**config.mk**
```make
export PLATFORM = sky130hd
export DESIGN_NAME = rand_arbiter
export DESIGN_NICKNAME = d
export VERILOG_FILES = /design/src/rtl/rand_pkg.sv /design/src/rtl/lfsr_step.sv /design/src/rtl/rand_arbiter.sv
export SDC_FILE = /design/constraint.sdc
export NUM_CORES = 1
export LEC_CHECK = 0
export ABC_AREA = 1
export BUFFER_PORTS_ARGS = -buffer_cell sky130_fd_sc_hd__buf_2
export CAP_MARGIN = 5
export CORE_ASPECT_RATIO = 1.2
export CORE_MARGIN = 10
export CORE_UTILIZATION = 58
export CTS_BUF_LIST = sky130_fd_sc_hd__clkbuf_8
export DETAILED_ROUTE_END_ITERATION = 8
export PLACE_DENSITY = 0.86
export SYNTH_ARGS = -nofsm -noshare
export SYNTH_HDL_FRONTEND = slang
export SYNTH_SLANG_ARGS = --single-unit
```
**constraint.sdc**
```tcl
create_clock -name clk -period 2.6 [get_ports clk]
set_input_delay 0.39 -clock clk [delete_from_list [all_inputs] [get_ports clk]]
set_output_delay 0.39 -clock clk [all_outputs]
set_load 0.05 [all_outputs]
```
**src/rtl/rand_pkg.sv**
```systemverilog
// rand_pkg: shared LFSR constants and FSM state encoding for the random arbiter
package rand_pkg;
    localparam int LFSR_W = 10;
    localparam int TAP_HI = 10;
    localparam int TAP_LO = 7;
    localparam logic [LFSR_W-1:0] LFSR_SEED = 10'b1;
    typedef enum logic {FILL = 1'b0, READY = 1'b1} state_t;
endpackage

```
**src/rtl/lfsr_step.sv**
```systemverilog
// lfsr_step: combinational one-step advance of the 10-bit Fibonacci LFSR
module lfsr_step
    import rand_pkg::*;
(
    input  logic [LFSR_W-1:0] i_lfsr,
    output logic [LFSR_W-1:0] o_lfsr
);
    // tap numbers are 1-based in the polynomial, vector bits are 0-based
    always_comb o_lfsr = {i_lfsr[LFSR_W-2:0], i_lfsr[TAP_HI-1] ^ i_lfsr[TAP_LO-1]};
endmodule

```
**src/rtl/rand_arbiter.sv**
```systemverilog
// rand_arbiter: round-robin delivery of fresh LFSR bits to NREQ requesters
module rand_arbiter
    import rand_pkg::*;
#(
    parameter int NREQ  = 4,
    parameter int WIDTH = LFSR_W,
    parameter int OUT_W = 4
) (
    input  logic             clk,
    input  logic             rst,
    input  logic [NREQ-1:0]  req,
    input  logic             seed_we,
    input  logic [WIDTH-1:0] seed,
    output logic [NREQ-1:0]  ack,
    output logic [OUT_W-1:0] rdata,
    output logic             busy
);
    localparam int PW = $clog2(NREQ);
    localparam int CW = $clog2(OUT_W);

    state_t           r_state;
    logic [WIDTH-1:0] r_lfsr;
    logic [WIDTH-1:0] w_lfsr_nxt;
    logic [CW-1:0]    r_cnt;
    logic [PW-1:0]    r_ptr;
    logic [PW-1:0]    w_gnt;
    logic [NREQ-1:0]  w_mask;
    logic [NREQ-1:0]  w_pool;
    logic [NREQ-1:0]  r_ack;
    logic [OUT_W-1:0] r_rdata;

    lfsr_step u_step (
        .i_lfsr (r_lfsr),
        .o_lfsr (w_lfsr_nxt)
    );

    // first requester at or above ptr, falling back to the lowest one when nothing sits above it
    always_comb begin
        w_mask = {NREQ{1'b1}} << r_ptr;
        w_pool = (|(req & w_mask)) ? (req & w_mask) : req;
        w_gnt  = '0;
        for (int i = NREQ - 1; i >= 0; i--) w_gnt = w_pool[i] ? PW'(i) : w_gnt;
    end

    // FILL shifts OUT_W times, READY grants once; a seed load restarts the fill from anywhere
    always_ff @(posedge clk) begin
        if (rst) begin
            r_state <= FILL;
            r_lfsr  <= LFSR_SEED;
            r_cnt   <= '0;
            r_ptr   <= '0;
            r_ack   <= '0;
            r_rdata <= '0;
        end else begin
            r_ack <= '0;
            if (seed_we) begin
                r_lfsr  <= (seed == '0) ? LFSR_SEED : seed;
                r_cnt   <= '0;
                r_state <= FILL;
            end else if (r_state == FILL) begin
                r_lfsr  <= w_lfsr_nxt;
                r_cnt   <= (r_cnt == CW'(OUT_W - 1)) ? '0 : r_cnt + 1'b1;
                r_state <= (r_cnt == CW'(OUT_W - 1)) ? READY : FILL;
            end else if (|req) begin
                r_ack   <= NREQ'(1) << w_gnt;
                r_rdata <= r_lfsr[OUT_W-1:0];
                r_ptr   <= (w_gnt == PW'(NREQ - 1)) ? '0 : w_gnt + 1'b1;
                r_state <= FILL;
            end
        end
    end

    assign ack   = r_ack;
    assign rdata = r_rdata;
    assign busy  = (r_state == FILL);
endmodule

```
### Word-level counts from Yosys, hierarchy flattened

Cells that the tools add are included.
Widths: inputs -> output; s select.

| operators by class | value |
|---|---|
| $add $sub $neg | 2 |
| shift-type cells | 2 |
| reduce and logical (&&, ||, !) cells | 6 |
| equal/unequal tests | 3 |
| muxes and demuxes | 13 |
| bitwise logic cells | 5 |

Operator list:

| kind | number |
|---|---|
| $mux 10 | 3 |
| $mux 2 | 6 |
| $reduce_or 4->1 | 3 |
| $logic_not 10->1 | 1 |
| $add 2x1->2 const B | 2 |
| $and 4x4->4 | 1 |
| $eq 2x2->1 const B | 2 |
| $mux 4 | 1 |
| $shl 1x2->4 const A | 1 |
| $shl 4x2->4 const A | 1 |
| $mux 1 | 3 |
| $not 1->1 | 3 |
| $reduce_and 3->1 | 1 |
| $ne 2x2->1 const B | 1 |
| $reduce_or 2->1 | 1 |
| $xor 1x1->1 | 1 |

| storage, ports and cells | value |
|---|---|
| word-level logic and storage cells | 37 |
| bits in registers | 23 |
| input port bits | 17 |
| output and inout bits | 9 |

### Depth between registers and ports, before layout

| depth | value |
|---|---|
| depth after elaboration | 10 |
| gate-level depth with buffers | 9 |
| gate-level depth less buffers | 9 |

### Cells and area by module

Synthesis repeated with hierarchy kept, for this count alone.

| unflattened totals | value |
|---|---|
| cell total of the unflattened synthesis | 147 |
| area total of the unflattened synthesis | 1,101.1 um^2 |

By module, submodules not included:

| module | sequential area each (um^2) | instances | area each (um^2) | cells an instance |
|---|---|---|---|---|
| rand_arbiter | 460.4 | 1 | 1,014.7 | 133 |
| lfsr_step | 0.0 | 1 | 86.3 | 14 |

### Worst setup path before layout

OpenSTA, ideal clock, no wires.

| timing | value |
|---|---|
| kind | reg2reg |
| start point | register r_state |
| end point | register r_lfsr[0] |
| cell stages (with the launch flop) | 7 |
| data required time | 2,481 ps |
| path buffers | 0 |
| period minus slack after synthesis | 1,182 ps |
| setup time | 119 ps |
| arrival time | 1,063 ps |
| slack | 1,418 ps |
| cell sequence | dfxtp_1 inv_2 nor2_8 inv_1 o21ai_0 a21oi_1 nand2_1 |

| between the ends | value |
|---|---|
| longest elaborated chain between the ends | 1 |

Ends and longest elaborated chain:

| what | RTL line | text |
|---|---|---|
| start: declaration | rand_arbiter.sv:21 | `state_t r_state;` |
| start signal: assignment | rand_arbiter.sv:63 | `r_state <= (r_cnt == CW'(OUT_W - 1)) ? READY : FILL;` |
| $ne 2x2->1 (no line) | -- |  |
| end signal: assignment | rand_arbiter.sv:57 | `r_lfsr <= (seed == '0) ? LFSR_SEED : seed;` |
| end signal: assignment | rand_arbiter.sv:61 | `r_lfsr <= w_lfsr_nxt;` |
| end: declaration | rand_arbiter.sv:22 | `logic [WIDTH-1:0] r_lfsr;` |

No other way between the ends.
A chain may end at the register's enable or synchronous reset.

### Final worst setup path

| timing | value |
|---|---|
| start point | register r_state |
| end point | output port busy |

| between the ends | value |
|---|---|
| longest elaborated chain between the ends | 1 |

Ends and longest elaborated chain:

| what | RTL line | text |
|---|---|---|
| $not 1->1 (no line) | -- |  |
| end: declaration | rand_arbiter.sv:16 | `output logic busy` |

No other way between the ends.

==> implementation parameters <==
Parameter                              Value

Place
  Total of buffers placed on input and output ports    25
  Weighted congestion at the end of routability-driven global placement    0.817
  Post-Place Setup Slack    1250 ps
  Detail Placement HPWL    1850 µm

Critical path
  Crit path capture type    output port
  Startpoint of the most critical register-to-register path    r_ptr[1]
  WS Path Type    register to output port
  Endpoint of the worst register-to-register path    ack[0]
  Data required time of the worst path    2210 ps
  CP Data Arrival Time    1100 ps
  Max Fanout on Critical Path    6
  Setup slack on the worst flop-to-flop path    1350 ps
  Cells on worst reg2reg path    9
  Type of origin of the critical path    register

Power
  Peak supply drop    0.000375 V
  Relative contribution of combinational cells to total power    10.2%
  Static leakage    0.616 nW
  Power Internal    495 µW
  Clock share of power    32.5%
  Power spent charging and discharging nets    154 µW
  Power share of the sequential group    57.3%
  Total power divided by cell area    534 mW/mm²
  Proportion of total power due to net switching    23.7%

Floorplanning
  Die Footprint    0.00388 mm²
  Core Rows    16
  Starting Density    62.3%
  Placeable core region    0.00166 mm²
  Num ports    26
  Height of the chip    66.3 µm
  Die Width    58.6 µm

Clock tree
  Number of buffers on the longest clock path    2
  Cell at the root of the clock tree    sky130_fd_sc_hd__clkbuf_8
  Number of H-tree levels    1
  Number of clock sinks    23
  Clock-pin slew reported for the worst setup and hold paths after clock tree synthesis    80 ps
  Worst-skew pair later-pin latency    260 ps
  Total clock buffers created by CTS    3
  Clock tree from TritonCTS    yes
  Number of instances resized during post-cts repair    0
  Post-CTS Repair Setup Buffers    0
  CTS hold repair buffers    0

Cells and area
  Most frequent cells in the layout    27 x sky130_fd_sc_hd__nand2_1, 25 x sky130_fd_sc_hd__buf_2, 23 x sky130_fd_sc_hd__nor2_1, 23 x sky130_fd_sc_hd__dfxtp_1, 22 x sky130_fd_sc_hd__inv_1
  Fin nets    189
  Most frequent standard cell in the layout excluding fill and tap cells    sky130_fd_sc_hd__nand2_1
  Ant diodes    0
  Sequential standard cell area    460 µm²
  Fill cell instance count of the final layout    145
  Fraction of layout cells with a size suffix above 1    19.4%
  Area of the multi-input gates    474 µm²
  Area growth from synthesis to final layout    17.4%

STA
  Final count of negative-setup-slack endpoints    0
  Final Hold Viols    0
  Worst Max-Slew Pin Slew    401 ps
  Share of the clock period used by the worst path after layout    57.3%
  Final worst setup slack    1110 ps
  Worst clock skew    0.779 ps
  Unrepaired setup endpoints after global routing    false
  Slew Limit Fails    0
  Final period demand of the worst path    1490 ps
  Peak Freq    671 MHz
  Accumulated negative setup slack    0 ps
  Headroom to the max-slew limit    73.2%

Logic synthesis
  Count of cell types in the netlist    21
  Syn Inst Count    143
  Post-synthesis instance area    0.00103 mm²
  Fraction of the yosys area taken by sequential cells    44.5%
  Yosys warns    0
  Per-instance average area after synthesis    7.24 µm²
  Net count after synthesis    161
  FF+latch count, synth    23

Hold path
  Worst Hold Path EP    r_lfsr[0]
  Path class of the lowest-slack min-delay path    input port to register
  Worst Hold Depth    3
  Hold wc startpoint    seed[0]

Global routing
  Vias in the first global route    1,006
  GRT Resource Usage Total    12.1%
  Antenna violations before repair    0
  Global-route congestion overflow total    0
  Pin count of the biggest net entering global routing    16
  First-pass GRT wire length    3910 µm

Drt
  Vias after detailed routing    986
  Met1 Routed Length    1010 µm
  First-pass iteration count of the detailed router    4
  Highest metal layer with signal wires    met4
  Final antenna-violating net count    0
  DRC violation count after routing    0
  Iteration-0 DRC count of the detailed router    24
  Met2 routed WL    1110 µm
  Post-DR vias/cell    5.24
  Final WL    2280 µm
  Amount of wire on met3 after detailed routing    145 µm
  Per-cell routed wire length    12.1 µm

Run
  Max-cap check violation count    0

Outcome
  Status    finished clean
==> metrics by stage <==
| step | instance area (µm²) | utilization (%) | hold WS, ps | total power [mW] | std cells |
|---|---|---|---|---|---|
| global route | 1210 | 73.1 | 391 | 0.678 | 188 |
| finish | 1210 | 73.1 | 379 | 0.648 | 188 |
| CTS | 1210 | 73.1 | 371 | 0.652 | 188 |
| floorplan | 1030 | - | 438 | 0.420 | 143 |
| detailed placement | 1170 | 70.4 | 461 | 0.445 | 184 |
| global placement | 1170 | 70.4 | 449 | 0.443 | 184 |
==> cell usage after synthesis, drive strengths merged <==
library cell,instances,area (µm²)
a211oi,5,37.5
a21oi,5,25.0
a31oi,1,6.26
buf,2,12.5
clkinv,1,5.00
dfxtp,23,460
ha,1,12.5
inv,22,82.6
nand2,28,113
nand3,11,55.1
nand4,1,6.26
nor2,25,118
nor3,2,10.0
o21ai,13,65.1
o221ai,3,26.3
==> metal layers <==
metal,vias up,track usage (%)
li1,518,-
met3,2,4.04
met5,-,0
met2,19,22.2
met4,0,5.59
met1,447,11.8
==> flip-flops by register name, summed over array words and instances, names as in the netlist <==
signal and flops:
r_cnt 2, r_ptr 2, ack 4, r_lfsr 10, rdata 4, r_state 1
==> cells by family (layout without fill, tap and decap cells) <==
family	after synthesis	count (layout)	share of synthesized area [%]
AND/OR/NAND/NOR	67	67	29.1
flip-flops	23	23	44.5
AO/OA/AOI/OAI	27	27	15.5
adder cells (fa/ha/maj)	1	1	1.21
buffers and inverters	25	52	9.67
==> power groups by stage <==
stage	Sequential [mW]	Clock [mW]	Combinational, mW
floorplan	0.378	0	0.0415
global placement	0.379	0	0.0638
detailed placement	0.380	0	0.0658
CTS	0.371	0.215	0.0660
global route	0.372	0.229	0.0761
finish	0.371	0.211	0.0663
==> worst max-delay path by stage <==
stage	slack, ps	to	start
CTS	1100	busy	r_state
global route	1060	busy	r_state
detailed placement	1250	r_lfsr[0]	seed_we
finish	1110	busy	r_state
floorplan	1420	r_lfsr[0]	r_state
global placement	1250	r_lfsr[0]	seed_we
==> layout make-up <==
class / count / share of cell area [%]
flip-flops and latches: 23 / 37.9
multi-input cells: 95 / 39.0
repair buffers: 25 / 10.3
well taps: 18 / 1.85
clock buffers: 3 / 3.40
inverters: 23 / 7.21
clock inverters: 1 / 0.309
==> critical path: stages, from the launching register on <==
cell	delay (ps)
sky130_fd_sc_hd__dfxtp_1	370
sky130_fd_sc_hd__inv_2	180
sky130_fd_sc_hd__buf_2	300
Power figures use the tool's default switching activity.
